**config.mk**
```make
export PLATFORM = sky130hd
export DESIGN_NAME = ball_paddle_gen
export DESIGN_NICKNAME = d
export VERILOG_FILES = /design/src/rtl/ball_paddle_gen.sv
export SDC_FILE = /design/constraint.sdc
export NUM_CORES = 1
export LEC_CHECK = 0
export CAP_MARGIN = 30
export CELL_PAD_IN_SITES_DETAIL_PLACEMENT = 2
export CELL_PAD_IN_SITES_GLOBAL_PLACEMENT = 2
export CORE_ASPECT_RATIO = 2
export CORE_UTILIZATION = 35
export CTS_BUF_LIST = sky130_fd_sc_hd__clkbuf_16
export CTS_CLUSTER_SIZE = 8
export DETAILED_ROUTE_END_ITERATION = 16
export MAX_ROUTING_LAYER = met4
export PLACE_DENSITY = 0.81
export SYNTH_ARGS = -nofsm -noshare
export SYNTH_HDL_FRONTEND = slang
export SYNTH_SLANG_ARGS = --single-unit
```
**constraint.sdc**
```tcl
create_clock -name clk -period 3.61 [get_ports clk]
set_input_delay 0.361 -clock clk [delete_from_list [all_inputs] [get_ports clk]]
set_output_delay 0.361 -clock clk [all_outputs]
set_load 0.01 [all_outputs]
```
**src/rtl/ball_paddle_gen.sv**
```systemverilog
// ball_paddle_gen: one-ball, one-paddle game engine with per-frame motion, lives and pixel colouring
module ball_paddle_gen #(
  parameter int BALL_SIZE  = 8,
  parameter int BALL_V     = 2,
  parameter int PADDLE_W   = 64,
  parameter int PADDLE_H   = 8,
  parameter int PADDLE_Y   = 464,
  parameter int PADDLE_V   = 4,
  parameter int LIVES_INIT = 3
) (
  input  logic        clk,
  input  logic        reset,
  input  logic [10:0] pixel_x,
  input  logic [10:0] pixel_y,
  input  logic        video_on,
  input  logic        p_tick,
  input  logic        btn_left,
  input  logic        btn_right,
  input  logic        btn_serve,
  output logic [11:0] rgb,
  output logic        miss,
  output logic [1:0]  lives,
  output logic        game_over
);
  localparam logic [10:0] BS     = 11'(BALL_SIZE);
  localparam logic [10:0] BV     = 11'(BALL_V);
  localparam logic [10:0] PW     = 11'(PADDLE_W);
  localparam logic [10:0] PH     = 11'(PADDLE_H);
  localparam logic [10:0] PY     = 11'(PADDLE_Y);
  localparam logic [10:0] PV     = 11'(PADDLE_V);
  localparam logic [10:0] PX_MAX = 11'd640 - PW;
  localparam logic [10:0] PX_RST = PX_MAX >> 1;
  localparam logic [10:0] BX_OFF = (PW >> 1) - (BS >> 1);
  localparam logic [10:0] BY_SRV = PY - BS;
  localparam logic [10:0] BX_MAX = 11'd640 - BS - BV;
  localparam logic [1:0]  LI     = 2'(LIVES_INIT);

  typedef enum logic [1:0] {SERVE, PLAY, OVER} state_t;

  state_t      r_state, w_state_n;
  logic [10:0] r_paddle_x, r_ball_x, r_ball_y;
  logic [10:0] w_paddle_n, w_ball_x_n, w_ball_y_n;
  logic        r_dx, r_dy, w_dx_r, w_dy_r, w_dx_n, w_dy_n;
  logic [1:0]  r_lives, w_lives_n;
  logic        r_miss;
  logic [11:0] r_rgb;
  logic        w_refr, w_left, w_right, w_hit, w_miss, w_ball_px, w_paddle_px;

  assign w_refr  = p_tick && pixel_x == 11'd0 && pixel_y == 11'd481;
  assign w_right = btn_right && !btn_left && r_state != OVER;
  assign w_left  = btn_left && !btn_right && r_state != OVER;
  assign w_paddle_n = w_right ? (r_paddle_x > PX_MAX - PV ? PX_MAX : r_paddle_x + PV) :
                      w_left  ? (r_paddle_x < PV ? 11'd0 : r_paddle_x - PV) : r_paddle_x;
  assign w_hit  = r_dy && r_ball_y + BS >= PY && r_ball_y + BS <= PY + BV &&
                  r_ball_x + BS > r_paddle_x && r_ball_x < r_paddle_x + PW;
  assign w_miss = r_state == PLAY && !w_hit && r_ball_y >= 11'd480;
  assign w_dx_r = (r_dx && r_ball_x >= BX_MAX) ? 1'b0 : (!r_dx && r_ball_x <= BV) ? 1'b1 : r_dx;
  assign w_dy_r = w_hit ? 1'b0 : (!r_dy && r_ball_y <= BV) ? 1'b1 : r_dy;
  assign w_ball_px   = pixel_x >= r_ball_x && pixel_x < r_ball_x + BS &&
                       pixel_y >= r_ball_y && pixel_y < r_ball_y + BS;
  assign w_paddle_px = pixel_x >= r_paddle_x && pixel_x < r_paddle_x + PW &&
                       pixel_y >= PY && pixel_y < PY + PH;

  // game state advances once per frame
  always_ff @(posedge clk or posedge reset)
    if (reset) r_state <= SERVE;
    else if (w_refr) r_state <= w_state_n;

  // next state, lives and ball motion; outside PLAY the ball rides centred on the paddle
  always_comb begin
    w_state_n  = r_state;
    w_lives_n  = r_lives;
    w_ball_x_n = w_paddle_n + BX_OFF;
    w_ball_y_n = BY_SRV;
    w_dx_n     = 1'b1;
    w_dy_n     = 1'b0;
    if (r_state == SERVE) begin
      w_state_n = btn_serve ? PLAY : SERVE;
    end else if (r_state == PLAY) begin
      if (w_miss) begin
        w_lives_n = r_lives - 2'd1;
        w_state_n = r_lives == 2'd1 ? OVER : SERVE;
      end else begin
        w_dx_n     = w_dx_r;
        w_dy_n     = w_dy_r;
        w_ball_x_n = w_dx_r ? r_ball_x + BV : r_ball_x - BV;
        w_ball_y_n = w_dy_r ? r_ball_y + BV : r_ball_y - BV;
      end
    end else if (btn_serve) begin
      w_state_n = SERVE;
      w_lives_n = LI;
    end
  end

  // positions, directions and lives update per frame; miss pulses for the one clk after the losing frame
  always_ff @(posedge clk or posedge reset)
    if (reset) begin
      r_paddle_x <= PX_RST;
      r_ball_x   <= PX_RST + BX_OFF;
      r_ball_y   <= BY_SRV;
      r_dx       <= 1'b1;
      r_dy       <= 1'b0;
      r_lives    <= LI;
      r_miss     <= 1'b0;
    end else begin
      r_miss <= w_refr && w_miss;
      if (w_refr) begin
        r_paddle_x <= w_paddle_n;
        r_ball_x   <= w_ball_x_n;
        r_ball_y   <= w_ball_y_n;
        r_dx       <= w_dx_n;
        r_dy       <= w_dy_n;
        r_lives    <= w_lives_n;
      end
    end

  // pixel colour, ball over paddle over background, one p_tick behind the scan position
  always_ff @(posedge clk or posedge reset)
    if (reset) r_rgb <= 12'h000;
    else if (p_tick) r_rgb <= !video_on ? 12'h000 : w_ball_px ? 12'hF00 : w_paddle_px ? 12'h0F0 :
                              r_state == OVER ? 12'h400 : 12'h000;

  assign rgb       = r_rgb;
  assign miss      = r_miss;
  assign lives     = r_lives;
  assign game_over = r_state == OVER;
endmodule

```
* Yosys cells after proc, flatten, opt, wreduce, memory -nomap -nowiden
Cells that the tools add are included.
Storage, ports and cells: register bits after elaboration 52, input bits 29, output and inout bits 16, word-level logic and storage cells 114
Operators by class: $add $sub $neg 11, magnitude comparators 18, equality and inequality tests 7, multiplexer cells 35, bitwise gates (word level) 1, reduce and logical (&&, ||, !) cells 33
Operators with widths (count):
- 2-to-1 mux 11 bit | 14
- < comparator 11 bit | 4
- greater-or-equal comparator 11 bit | 3
- greater-or-equal comparator 11 x 9 -> 1 bit (second input constant) | 3
- 2-to-1 mux 12 bit | 2
- adder 11 x 2 -> 11 bit (second input constant) | 2
- adder 11 x 4 -> 11 bit (second input constant) | 2
- <= comparator 11 x 2 -> 1 bit (second input constant) | 2
- logical AND 1 bit | 22
- subtractor 11 x 2 -> 11 bit (second input constant) | 2
- 2-to-1 mux 2 bit | 8
- adder 11 x 3 -> 11 bit (second input constant) | 1
- adder 11 x 5 -> 11 bit (second input constant) | 1
- adder 11 x 7 -> 11 bit (second input constant) | 1
- == test 11 x 9 -> 1 bit (second input constant) | 1
- greater-or-equal comparator 11 x 10 -> 1 bit (second input constant) | 1
- > comparator 11 x 10 -> 1 bit (second input constant) | 1
- > comparator 11 bit | 1
- <= comparator 11 x 9 -> 1 bit (second input constant) | 1
- zero test 11 bit | 1
- < comparator 11 x 3 -> 1 bit (second input constant) | 1
- < comparator 11 x 9 -> 1 bit (second input constant) | 1
- 2-to-1 mux 1 bit | 11
- subtractor 11 x 3 -> 11 bit (second input constant) | 1
- other kinds (12) | 18

* Depth between registers and ports, before layout
Gate-level depths: netlist of run 1.
depth in word-level cells 12, mapped depth 16, depth with buffers taken out 14

* Worst setup path before layout of run 1
No wires, ideal clock.
path kind register -> register, start register r_ball_x[5], end register r_ball_y[5], library setup time 124 ps, arrival time 3189 ps, required time 3486 ps, slack 297 ps, cell stages (with the launch flop) 13, buffers on the path 1, period minus slack after synthesis 3313 ps, cells stage by stage dfstp_2 clkbuf_1 nand3_1 xnor2_1 ha_1 and3_1 a221oi_1 a21oi_1 a2111o_1 a41oi_4 mux2_2 a21oi_1 o21bai_1
Between the ends: cells in the longest elaborated chain, start to end 10, elaborated cells between the ends (all ways) 13, those cells by class add/sub: 1; order compare: 2; mux: 5; reduce/logical: 5
RTL lines:
- start, declared | line 41 | logic [10:0] r_paddle_x, r_ball_x, r_ball_y;
- start signal, assigned | line 99 | r_ball_x <= PX_RST + BX_OFF;
- start signal, assigned | line 109 | r_ball_x <= w_ball_x_n;
- adder 11 x 4 -> 11 bit | line 55 | r_ball_x + BS > r_paddle_x && r_ball_x < r_paddle_x + PW;
- > comparator 11 bit | line 55
- logical AND 1 bit | line 54 | assign w_hit = r_dy && r_ball_y + BS >= PY && r_ball_y + BS <= PY + BV &&
- logical AND 1 bit (*) | line 55
- zero test 1 bit | line 56 | assign w_miss = r_state == PLAY && !w_hit && r_ball_y >= 11'd480;
- logical AND 1 bit (2 in series) | line 56
- 2-to-1 mux 11 bit (*) | line 80 | if (w_miss) begin
- 2-to-1 mux 11 bit (*) | line 79 | end else if (r_state == PLAY) begin
- 2-to-1 mux 11 bit (*) | line 77 | if (r_state == SERVE) begin
- end signal, assigned | line 110 | r_ball_y <= w_ball_y_n;
- end, declared | line 41
Mark *: on every way between the ends. The rest lies on a longest branch, timed or not. A chain may end at the register's enable or synchronous reset.

* Worst setup path in the final report of run 1
start register r_paddle_x[8], end register r_ball_y[3]
Between the ends: cells in the longest elaborated chain, start to end 9, elaborated cells between the ends (all ways) 13, those cells by class add/sub: 1; order compare: 2; mux: 5; reduce/logical: 5
RTL lines:
- start, declared | line 41
- start signal, assigned | line 108 | r_paddle_x <= w_paddle_n;
- adder 11 x 7 -> 11 bit or > comparator 11 bit (tied branches) | line 55
- < comparator 11 bit or logical AND 1 bit (tied branches) | line 55, 54
- logical AND 1 bit (*) | line 55
- zero test 1 bit | line 56
- logical AND 1 bit (2 in series) | line 56
- 2-to-1 mux 11 bit (*) | line 80
- 2-to-1 mux 11 bit (*) | line 79
- 2-to-1 mux 11 bit (*) | line 77
Marks and branches as above.

==> results.md, run 1 <==
* Status: complete, no violations
* DP Area at 6181 um^2
* Pre-Repair DR Iteration Count at 4
* Setup violators final at 0
* # rows at 63
* Commonest non-fill, non-tap cell in the layout: ha_1
* Top cells by area, synth: ha_1, dfrtp_1, dfstp_2
* Placeable Area at 14900 um^2
* DPL Wire Length at 20120 um
* Area Overhead vs Synth at 21.06%
* Global-route wire length before repair at 37720 um
* Slew Viols, Final at 0
* Initial antenna violation count at 0
* Root Buffer: clkbuf_16
* Fillers at 1652
* Avg Inst Size Synth at 8.239 um^2
* Starting density of the core at 36.00%
* Max stage delay on crit path at 620 ps
* CTS max path bufs at 2
* EDFF count, synth at 0
* CP Cell Sequence: nand3_1, xnor2_4, ha_1, a2111oi_1, o21ai_0, nor4b_2, a41oi_4, buf_4, mux2i_1, a21oi_1, o22a_1
* Post-synth top area share at 21.46%
* Input/output buffers at 40
* Pwr Total at 1.193 mW
* WP data arrival at 3740 ps
* Largest net degree at the start of global routing at 43
* Post-route cell area at 6494 um^2
* Max FO, Critical Path at 5
* Seq. cell area at 1069 um^2
* YS warnings at 0
* Startpoint class of the critical path: register
* Detail Route Antenna Nets at 0
* Top_reg_cell synth: dfrtp_1
* Die X at 89.54 um
* CTS tree: yes
* Fin Setup TNS at 0 ps
* Number of global-route vias before repair at 6812
* Die area at 15850 um^2
* DRC Markers at 0
* Total wire length at 25330 um
* Relative slew slack at 52.51%
* Boundary pin count at 45
* GRT busiest layer: met2
* Worst vdd ir at 0.2104 mV
* GR Util met2 at 62.75%
* Synth Register Bits at 42
* H-tree Lvls at 2
* GRT met1 Usage at 26.47%
* CTS clk-pin slew, worst paths at 70 ps
* Antenna cells at 0
* Die height at 177.1 um
* CP endpoint kind: register
* Leading cell types in the layout, fill and taps excluded: ha_1, nand2_1, inv_1
* CP required at 3840 ps
* Ys async rst share at 100.0%
* Layout cells sized above 1 at 14.48%
* Crit Path Class: reg -> reg
* Sequential-to-total area share from yosys stat at 19.92%
* Via count at 5803
* PwrDens at 183.8 nW/um^2
* Final hold vios at 0
* Slew at the pin closest to its max-slew limit at 694.3 ps
* Worst path slowest cell: dfstp_2
* Yosys cell types at 80
* M3 GR Usage at 5.271%
* Grt ovf at 0
* Clk sinks at 42
* GRT Total Usage at 33.94%
* TritonCTS Buffers at 5
* Cell count after synthesis at 651
* Final Critical Period at 3512 ps
* Cell taking the most area after synthesis: ha_1
* Fin nets at 845
* Hold Crit Class: in -> async
* Fin Clk Skew at 6.922 ps
* Synthesized cell area at 5364 um^2
* Area of the multi-input gates at 4003 um^2
* Max cap viols at 0
* Fmax at 284.7 MHz
* RePlAce Congestion at 0.9499
* Worst-Skew Late Latency at 300 ps
* Final core utilization at 43.59%
* Initial DRC Count at 255
* Wire per inst at 27.53 um
* Via-to-Cell Ratio at 6.308
* Final period utilization at 97.30%
* Leakage at 2.742 nW
synth_stat cells, types with 6 or more instances:
cell	n
xnor2_1	21
ha_1	92
inv_1	55
and3_1	8
a31oi_1	7
nor4_1	10
nand3_1	32
dfstp_2	14
o21a_1	9
nor2b_1	7
o21ai_0	41
o211ai_1	10
buf_4	10
a2111oi_0	6
dfrtp_1	28
nand4_1	12
nand2_1	56
clkbuf_1	13
nor2_1	33
mux2i_1	7
nand2b_1	6
nor3_1	23
a21oi_1	37
cells by family (layout without fill, tap and decap cells):
group / after synthesis / in the layout / synth area share, %
AOI/OAI and AO/OA: 172 / 172 / 22.51
xor gates and xnor gates: 25 / 25 / 4.082
adders and majority gates: 92 / 92 / 21.46
buffers and inverters: 87 / 158 / 7.348
DFF: 42 / 42 / 19.92
muxes: 8 / 8 / 1.516
other: 1 / 4 / 0.06991
and+or+nand+nor: 224 / 224 / 23.09
layout make-up:
type | count | share of cell area (%)
Multi-Input combinational cell | 525 | 61.64
Tap cell | 195 | 3.757
Clock buffer | 5 | 1.927
Clock inverter | 3 | 0.6358
Timing Repair Buffer | 93 | 12.25
Sequential cell | 42 | 16.45
Inverter | 57 | 3.333
path summary, 6_finish.rpt:
check	start	end	slack [ps]	cells after the start
min in group clk	rgb[10]	rgb[10]	530	2
max	r_paddle_x[8]	r_ball_y[3]	100	11
max in group asynchronous	reset	r_paddle_x[7]	2650	3
min	reset	r_ball_x[6]	530	3
max reg2reg	r_paddle_x[8]	r_ball_y[3]	100	11
min reg2reg	rgb[10]	rgb[10]	530	2
where the power goes:
| part | internal [mW] | switching [mW] |
|---|---|---|
| combinational | 0.0772 | 0.0992 |
| sequential | 0.471 | 0.000157 |
| clock | 0.325 | 0.221 |
| total | 0.874 | 0.320 |
metrics by stage:
| step | instances | setup slack [ps] | hold slack [ps] |
|---|---|---|---|
| 2_1_floorplan | 654 | 297.2 | 457.4 |
| 3_3_place_gp | 903 | 157.2 | 522.0 |
| 3_5_place_dp | 903 | -8.070 | 528.2 |
| 4_1_cts | 915 | 0.5813 | 538.2 |
| 5_1_grt | 920 | -59.71 | 565.4 |
| 6_report | 920 | 97.52 | 527.5 |
critical path, delay by kind of cell (launching register included):
kind                       cells  cell delay [ps]
muxes                          1              200
DFF                            1              620
adders and majority gates      1              340
xor gates and xnor gates       1              330
AOI/OAI and AO/OA              5             1140
and+or+nand+nor                2              620
buffers and inverters          1              190
routing by layer:
metal  share of wire, %  routed length (um)  up-vias
met3                3.8                 972      156
met5                  0                   0        -
met2                 55               13870      192
met1                 30                7535     2912
li1                   -                   -     2543
met4                 12                2949        0
flip-flops by register name, indices dropped and copies added, names as in the netlist:
| signal | count |
|---|---|
| r_ball_y | 10 |
| lives | 2 |
| r_paddle_x | 11 |
| r_dx | 1 |
| r_state | 2 |
| r_dy | 1 |
| r_ball_x | 11 |
| rgb | 3 |
| miss | 1 |
repair_timing:
item,in CTS,in global routing
gates cloned,0,0
pin swaps,1,5
resized for setup,1,12
hold buffers,0,0
endpoints found under the setup margin,5,13
setup buffers,4,5
(Power assumes the default switching activity.)
==> inputs of run 2 (changes only) <==
SKIP_LAST_GASP = 1   (was not set)
==> results of run 2 <==
The final DEF is identical to that of run 1; final timing and power are the same.
